==> config.mk <==
export PLATFORM = sky130hd
export DESIGN_NAME = fft_dit_sched
export DESIGN_NICKNAME = d
export VERILOG_FILES = /design/src/rtl/fft_dit_sched.sv
export SDC_FILE = /design/constraint.sdc
export NUM_CORES = 1
export LEC_CHECK = 0
export BUFFER_PORTS_ARGS = -buffer_cell sky130_fd_sc_hd__buf_4
export CAP_MARGIN = 20
export CORE_UTILIZATION = 58
export DETAILED_ROUTE_END_ITERATION = 7
export HOLD_SLACK_MARGIN = 0.05
export PLACE_DENSITY = 0.84
export REMOVE_ABC_BUFFERS = 1
export SETUP_SLACK_MARGIN = 0.02
export SLEW_MARGIN = 25
export SYNTH_ARGS = -nofsm -noshare
export SYNTH_HDL_FRONTEND = slang
export SYNTH_SLANG_ARGS = --single-unit
==> constraint.sdc <==
create_clock -name clk -period 3.4 [get_ports clk]
set_input_delay 0.17 -clock clk [delete_from_list [all_inputs] [get_ports clk]]
set_output_delay 0.17 -clock clk [all_outputs]
set_load 0.01 [all_outputs]
==> src/rtl/fft_dit_sched.sv <==
// Address/control scheduler for an in-place radix-2 DIT FFT around a shared two-cycle butterfly.
// One read pair per 2-cycle slot, write-back WB_DELAY cycles later; data never passes through here.
module fft_dit_sched #(
   parameter int N_LOG2   = 4,
   parameter int WB_DELAY = 5
) (
   input  logic              clk,
   input  logic              rst,
   input  logic              start,
   output logic              busy,
   output logic              done,
   output logic              phase,
   output logic              rd_en,
   output logic [N_LOG2-1:0] rd_addr0,
   output logic [N_LOG2-1:0] rd_addr1,
   output logic [N_LOG2-2:0] tw_addr,
   output logic              wr_en,
   output logic [N_LOG2-1:0] wr_addr0,
   output logic [N_LOG2-1:0] wr_addr1
);
   localparam int KW = N_LOG2 - 1;
   localparam int SW = $clog2(N_LOG2 + 1);
   localparam int CW = $clog2(WB_DELAY + 1);
   localparam logic [KW-1:0] K_LAST  = '1;
   localparam logic [SW-1:0] LAST_S  = SW'(N_LOG2 - 1);
   localparam logic [CW-1:0] DR_RUN  = CW'(WB_DELAY - 1);
   localparam logic [CW-1:0] DR_DONE = CW'(WB_DELAY);

   typedef enum logic [2:0] {S_IDLE, S_WAIT, S_RUN, S_DRAIN, S_DONE} state_t;

   state_t                    state_q, state_d;
   logic [SW-1:0]             s_q, s_d;
   logic [KW-1:0]             k_q, k_d;
   logic [CW-1:0]             cnt_q, cnt_d;
   logic                      busy_q, busy_d, done_q, done_d, phase_q, phase_d;
   logic                      rd_en_q, rd_en_d;
   logic [N_LOG2-1:0]         rd_addr0_q, rd_addr0_d, rd_addr1_q, rd_addr1_d;
   logic [KW-1:0]             tw_addr_q, tw_addr_d;
   logic [WB_DELAY-1:0]       wb_vld_q, wb_vld_d;
   logic [WB_DELAY-1:0][N_LOG2-1:0] wb_a0_q, wb_a0_d, wb_a1_q, wb_a1_d;
   logic [N_LOG2-1:0]         k_ext, half_m1, a0;

   always_comb begin
      k_ext   = {1'b0, k_q};
      half_m1 = (N_LOG2'(1) << s_q) - N_LOG2'(1);
      a0      = ((k_ext >> s_q) << (s_q + SW'(1))) | (k_ext & half_m1);

      state_d    = state_q;
      s_d        = s_q;
      k_d        = k_q;
      cnt_d      = cnt_q;
      busy_d     = busy_q;
      done_d     = 1'b0;
      phase_d    = ~phase_q;
      rd_en_d    = 1'b0;
      rd_addr0_d = rd_addr0_q;
      rd_addr1_d = rd_addr1_q;
      tw_addr_d  = tw_addr_q;

      case (state_q)
         S_IDLE: if (start) begin
            state_d = S_WAIT;
            busy_d  = 1'b1;
         end
         S_WAIT: if (phase_q) begin
            state_d = S_RUN;
            s_d     = '0;
            k_d     = '0;
         end
         // Issue on phase-0 cycles so the registered strobe lands on phase 1.
         S_RUN: if (!phase_q) begin
            rd_en_d    = 1'b1;
            rd_addr0_d = a0;
            rd_addr1_d = a0 + half_m1 + N_LOG2'(1);
            tw_addr_d  = (k_q & half_m1[KW-1:0]) << (LAST_S - s_q);
            k_d        = k_q + KW'(1);
            if (k_q == K_LAST) begin
               state_d = S_DRAIN;
               cnt_d   = '0;
            end
         end
         S_DRAIN: begin
            cnt_d = cnt_q + CW'(1);
            if (s_q != LAST_S && cnt_q == DR_RUN) begin
               state_d = S_RUN;
               s_d     = s_q + SW'(1);
               k_d     = '0;
            end else if (s_q == LAST_S && cnt_q == DR_DONE) begin
               state_d = S_DONE;
               done_d  = 1'b1;
               busy_d  = 1'b0;
            end
         end
         S_DONE:  state_d = S_IDLE;
         default: state_d = S_IDLE;
      endcase

      wb_vld_d = {wb_vld_q[WB_DELAY-2:0], rd_en_q};
      wb_a0_d  = {wb_a0_q[WB_DELAY-2:0], rd_addr0_q};
      wb_a1_d  = {wb_a1_q[WB_DELAY-2:0], rd_addr1_q};
   end

   always_ff @(posedge clk or negedge rst) begin
      if (!rst) begin
         state_q    <= S_IDLE;
         s_q        <= '0;
         k_q        <= '0;
         cnt_q      <= '0;
         busy_q     <= 1'b0;
         done_q     <= 1'b0;
         phase_q    <= 1'b0;
         rd_en_q    <= 1'b0;
         rd_addr0_q <= '0;
         rd_addr1_q <= '0;
         tw_addr_q  <= '0;
         wb_vld_q   <= '0;
         wb_a0_q    <= '0;
         wb_a1_q    <= '0;
      end else begin
         state_q    <= state_d;
         s_q        <= s_d;
         k_q        <= k_d;
         cnt_q      <= cnt_d;
         busy_q     <= busy_d;
         done_q     <= done_d;
         phase_q    <= phase_d;
         rd_en_q    <= rd_en_d;
         rd_addr0_q <= rd_addr0_d;
         rd_addr1_q <= rd_addr1_d;
         tw_addr_q  <= tw_addr_d;
         wb_vld_q   <= wb_vld_d;
         wb_a0_q    <= wb_a0_d;
         wb_a1_q    <= wb_a1_d;
      end
   end

   assign busy     = busy_q;
   assign done     = done_q;
   assign phase    = phase_q;
   assign rd_en    = rd_en_q;
   assign rd_addr0 = rd_addr0_q;
   assign rd_addr1 = rd_addr1_q;
   assign tw_addr  = tw_addr_q;
   assign wr_en    = wb_vld_q[WB_DELAY-1];
   assign wr_addr0 = wb_a0_q[WB_DELAY-1];
   assign wr_addr1 = wb_a1_q[WB_DELAY-1];
endmodule

# Yosys cells after proc, flatten, opt, wreduce, memory -nomap -nowiden
# Cells that the tools add are included.
# word_totals
ff_bits	72
input_bits	3
wordCells	91
# classes
n_addsub	7
eq_ne	16
shift	4
muxes	25
bitwise	4
reduce_logical	13
# op_table
operator	count
3-bit 2-to-1 mux	12
2-bit != test (second input constant)	7
3-bit case mux with 2 select lines	2
3-bit case mux with 4 select lines	1
3-bit by 1-bit adder with 3-bit output (second input constant)	3
3-bit by 2-bit == test with 1-bit output (second input constant)	3
3-bit == test (second input constant)	3
3-bit case mux with 3 select lines	1
1-bit 2-to-1 mux	8
4-bit AND reduction	2
3-bit AND reduction	2
2-bit nonzero test	3
5-bit AND reduction	1
4-bit by 1-bit adder with 4-bit output (second input constant)	1
4-bit adder	1
3-bit by 4-bit bitwise AND with 4-bit output	1
4-bit OR	1
1-bit by 3-bit << shifter with 4-bit output (first input constant)	1
4-bit by 3-bit << shifter with 4-bit output	1
3-bit by 3-bit >> shifter with 4-bit output	1
4-bit by 2-bit subtractor with 4-bit output (second input constant)	1
3-bit bitwise AND	1
3-bit by 1-bit == test with 1-bit output (second input constant)	1
3-bit logical NOT	1
other kinds (9)	10

# Logic depth before layout (Yosys ltp)
# logic_depth
ltp_word	6
depth_mapped	12
ltp_nobuf	11

# Worst setup path after synthesis
# No wires, ideal clock.
# synth_path
kind	register to register
start	register s_q[0]
end	register rd_addr1_q[3], in the netlist rd_addr1[3]
arrival_ns	2.492
t_required_ns	3.326
slack_ns	0.834
stages_incl_launch_ff	13
path_buffers	1
cell_sequence	dfrtp_1 buf_6 inv_1 ha_1 nand2b_1 ha_1 nand2b_1 o31ai_1 ha_1 a21o_1 a21oi_1 xnor3_1 o21ai_2
# synth_via
elab_chain_len	6
# synth_rtl
element	line	text
start: declaration	32	logic [SW-1:0] s_q, s_d;
start signal: assignment	106	s_q <= '0;
start signal: assignment	121	s_q <= s_d;
1-bit by 3-bit << shifter with 4-bit output	45	half_m1 = (N_LOG2'(1) << s_q) - N_LOG2'(1);
4-bit by 2-bit subtractor with 4-bit output	45	
3-bit by 4-bit bitwise AND with 4-bit output	46	a0 = ((k_ext >> s_q) << (s_q + SW'(1))) | (k_ext & half_m1);
4-bit OR *	46	
via a0[1]	41	logic [N_LOG2-1:0] k_ext, half_m1, a0;
4-bit adder *	74	rd_addr1_d = a0 + half_m1 + N_LOG2'(1);
4-bit by 1-bit adder with 4-bit output *	74	
end signal: assignment	129	rd_addr1_q <= rd_addr1_d;
end: declaration	37	logic [N_LOG2-1:0] rd_addr0_q, rd_addr0_d, rd_addr1_q, rd_addr1_d;
# Mark *: on every way through the listed nets, which the timed path passes. The rest lies on a longest branch.
# A chain may end at the register's enable or synchronous reset.

# Final worst setup path
# Same ends and word-level chain as after synthesis.

==> flow_summary.yaml <==
critical_path:
  critPathTopFamily: "adder cells"
  slowest_delay_ns: 0.64
  critPathBufInv: 1
  endpoint_kind: "register"
  required_ns: 3.66
  critPathKind: "reg -> reg"
  setup.worst_path.start_class: "register"
  arrival_ns: 3.19
  crit_chain: "inv_1 -> ha_1 -> nand2b_1 -> ha_1 -> nand2b_1 -> o31ai_1 -> ha_1 -> a21o_1 -> a21oi_1 -> xnor3_1 -> o21ai_2"
  critical_path.slowest_cell: "dfrtp_1"
  crit_top_cell: "ha_1"
  path_max_fanout: 14
synth:
  syn_inst: 224
  synth.distinct_cells: 42
  yosys_warnings: 0
  yosys.area_share.simple_pct: 10.5
  avgSynthCellArea_um2: 12.5
  synth_xor_area_share_pct: 2.37
  syn-cell-area_um2: 2800
  synth-seq-cells: 72
  post_synth_mux_area_share_pct: 0
  synthAdderAreaFrac_pct: 6.96
  synth_top_family_by_area: "simple AND/OR/NAND/NOR gates"
  ys_seq_area_share_pct: 64.3
  synth_compound_area_share_pct: 10.2
grt:
  grt_overflow: 0
  track_usage_pct: 19.7
  grt_pass1_wl_um: 7430
  grt_max_degree: 73
  antenna_found_initial: 0
  grt_pass1_vias: 1578
job:
  cap_violations: 0
power:
  intPower_mw: 1.90
  power.leakage_nw: 1.58
  ir_drop_v: 0.000512
  netSwitchingPower_uw: 865
  clockPowerShare_pct: 25.8
  switching_share_pct: 31.2
  power_frac_seq_pct: 48.6
  comb_power_share_pct: 25.5
  p_per_area_nw_per_um2: 868
clocking:
  cts.clk_slew.worst_paths_ns: 0.07
  post_cts_resized: 0
  cts_num_sinks: 72
  cts_buffers: 9
  root_buffer: "clkbuf_8"
  insertion_delay_ns: 0.33
  ctsHtreeMaxLevel: 3
  post_cts_buffers: 0
  cts_tree: "yes"
  cts_buffer_depth: 2
route:
  routed-via-count: 1673
  met1_length_um: 1970
  routed.top_layer: "met4"
  firstDrtPassIters: 4
  routed_wl_um: 4280
  drt_iter0_markers: 86
  post_drt_wl_per_cell_um: 14.1
  ant_nets: 0
  routed_via_density: 5.52
  wl_met2_um: 2070
  wl_met3_um: 188
  drcViolationCount: 0
place:
  placed_cells: 287
  routabilityCongestion: 0.824
  port_buffers: 26
  dp_hpwl_um: 2910
sta:
  slew_headroom_pct: 44.1
  rsz0062_at_grt: "false"
  drv_slew: 0
  hold_ws_ns: 0.328
  layout_min_cycle_time_ns: 2.94
  post-route-period-util_pct: 86.3
  setup_viol: 0
  max_freq_mhz: 341
  tns_ns: 0
  fin_worst_skew_ns: 0.00480
  hold_viol_final: 0
  tightestPinTransition_ns: 0.839
status:
  status: "completed"
floorplanning:
  io_pins: 27
  floorplan.initialDensity_pct: 62.2
  die_w_um: 71.5
  die_y_um: 71.5
  core_um2: 4500
  num_rows: 24
  dieArea_um2: 5120
final_layout:
  drive_above_1_share_pct: 18.7
  fin_nets: 265
  fillers: 312
  areaGrowthSynthToFinish_pct: 13.7
  postLayoutCoreUtil_pct: 70.8
  stdcell_count: 303
  diodes: 0
worst_hold_path:
  hp-class: "in -> reg"
==> metal layers <==
metal	GRT usage, %	vias to the layer above
met5	0	-
met4	9.15	0
met3	7.74	5
met2	29.0	55
met1	26.3	814
li1	-	799
==> synth_stat cells (all sizes together) <==
master  number  share of area, %
nor4b        1              0.31
xnor2        4               1.2
a22o         6               1.9
nor2b        4              0.89
xnor3        1              0.80
nand3b       2              0.67
and3         1              0.40
a22oi        1              0.27
nor2         6              0.89
nand2b       2              0.45
dfrtp       72                64
a21o         2              0.54
buf         12               3.3
o21ai       16               3.0
inv         15               2.0
a41oi        1              0.31
a32oi        1              0.31
fa           1              0.71
nand3        5               1.3
a21oi        4              0.71
o31ai        5               1.3
ha          14               6.2
a32o         1              0.36
nor3         4              0.71
or3          2              0.45
xor2         1              0.31
nand4        1              0.22
a31oi        3              0.67
a211o        1              0.31
nor3b        1              0.27
o211ai       1              0.27
clkbuf       3              0.40
nand2       29               3.9
a211oi       1              0.27
==> area by class of cell <==
type / instances / area (µm²) / area share, %
inverters: 15 / 56.3 / 1.77
repair buffers: 27 / 205 / 6.43
clock inverters: 5 / 81.3 / 2.55
well taps: 52 / 65.1 / 2.04
flip-flops and latches: 72 / 1800 / 56.5
clock buffers: 10 / 138 / 4.32
multi-input cells: 122 / 842 / 26.4
==> layout by cell type (no fill, tap or decap), types with 2 or more instances in the layout <==
cell type and count:
bufinv_16 2, or3_1 2, clkbuf_8 10, a22o_1 6
inv_1 14, ha_1 14, nor2_1 5, a21oi_1 4
nor2b_1 4, o31ai_1 5, nand2b_1 2, nand2_1 29
dfrtp_1 72, a21o_1 2, o21ai_0 13, nand3_1 4
o21ai_1 2, nor3_1 4, a31oi_1 3, buf_4 26
xnor2_1 4
==> final timing paths <==
kind / start / end / slack, ns / cells past startpoint
setup / recovery: s_q[0] / rd_addr1[3] / 0.46 / 11
hold / removal: start / busy / 0.33 / 4
setup reg to reg: s_q[0] / rd_addr1[3] / 0.46 / 11
hold reg to reg: wb_a0_d[9] / wb_a0_d[13] / 0.35 / 0
max in group asynchronous: rst / s_q[0] / 2.37 / 2
min in group asynchronous: rst / wb_a0_d[17] / 0.49 / 2
==> power groups by stage <==
| stage | clock network, mW | registers [mW] | logic, mW |
|---|---|---|---|
| floorplan | 0 | 1.34 | 0.433 |
| global placement | 0 | 1.35 | 0.675 |
| detailed placement | 0 | 1.36 | 0.704 |
| CTS | 0.730 | 1.35 | 0.709 |
| global route | 0.770 | 1.39 | 0.792 |
| finish | 0.715 | 1.35 | 0.707 |
==> stage by stage <==
stage,setup WS [ns],power (mW),instance area (µm²)
CTS,0.486,2.79,3190
floorplan,0.770,1.77,2700
global route,0.273,2.95,3190
global placement,0.624,2.02,2960
finish,0.464,2.77,3190
detailed placement,0.493,2.07,2960
==> repair_timing <==
action	in CTS	in global routing
hold buffers	1	0
endpoints found under the setup margin	0	0
endpoints found under the hold margin	72	0
==> cells by family (layout without fill, tap and decap cells) <==
kind of cell,count (synthesis),in the layout
XOR/XNOR,6,6
adder cells (fa/ha/maj),15,15
AND/OR/NAND/NOR,58,58
buffers and inverters,30,57
flip-flops,72,72
AO/OA/AOI/OAI,43,43
==> flip-flops by register name, indices dropped and copies added, names as in the netlist <==
name,count
busy,1
cnt_q,3
done,1
k_q,3
phase,1
rd_addr0,4
rd_addr1,4
rd_en,1
s_q,3
state_q,3
tw_addr,3
wb_a0_d,16
wb_a1_d,16
wb_vld_q,5
wr_addr0,4
wr_addr1,4
==> worst register-to-register path: cells and delay by family (launching register included) <==
kind            cells  cell delay [ns]
compound gates      4             0.58
fa+ha+maj           3             0.86
buf+inv             1             0.21
xor+xnor            1             0.24
simple gates        2             0.33
flops               1             0.64
Note: power is estimated with default switching activity, not from simulation.
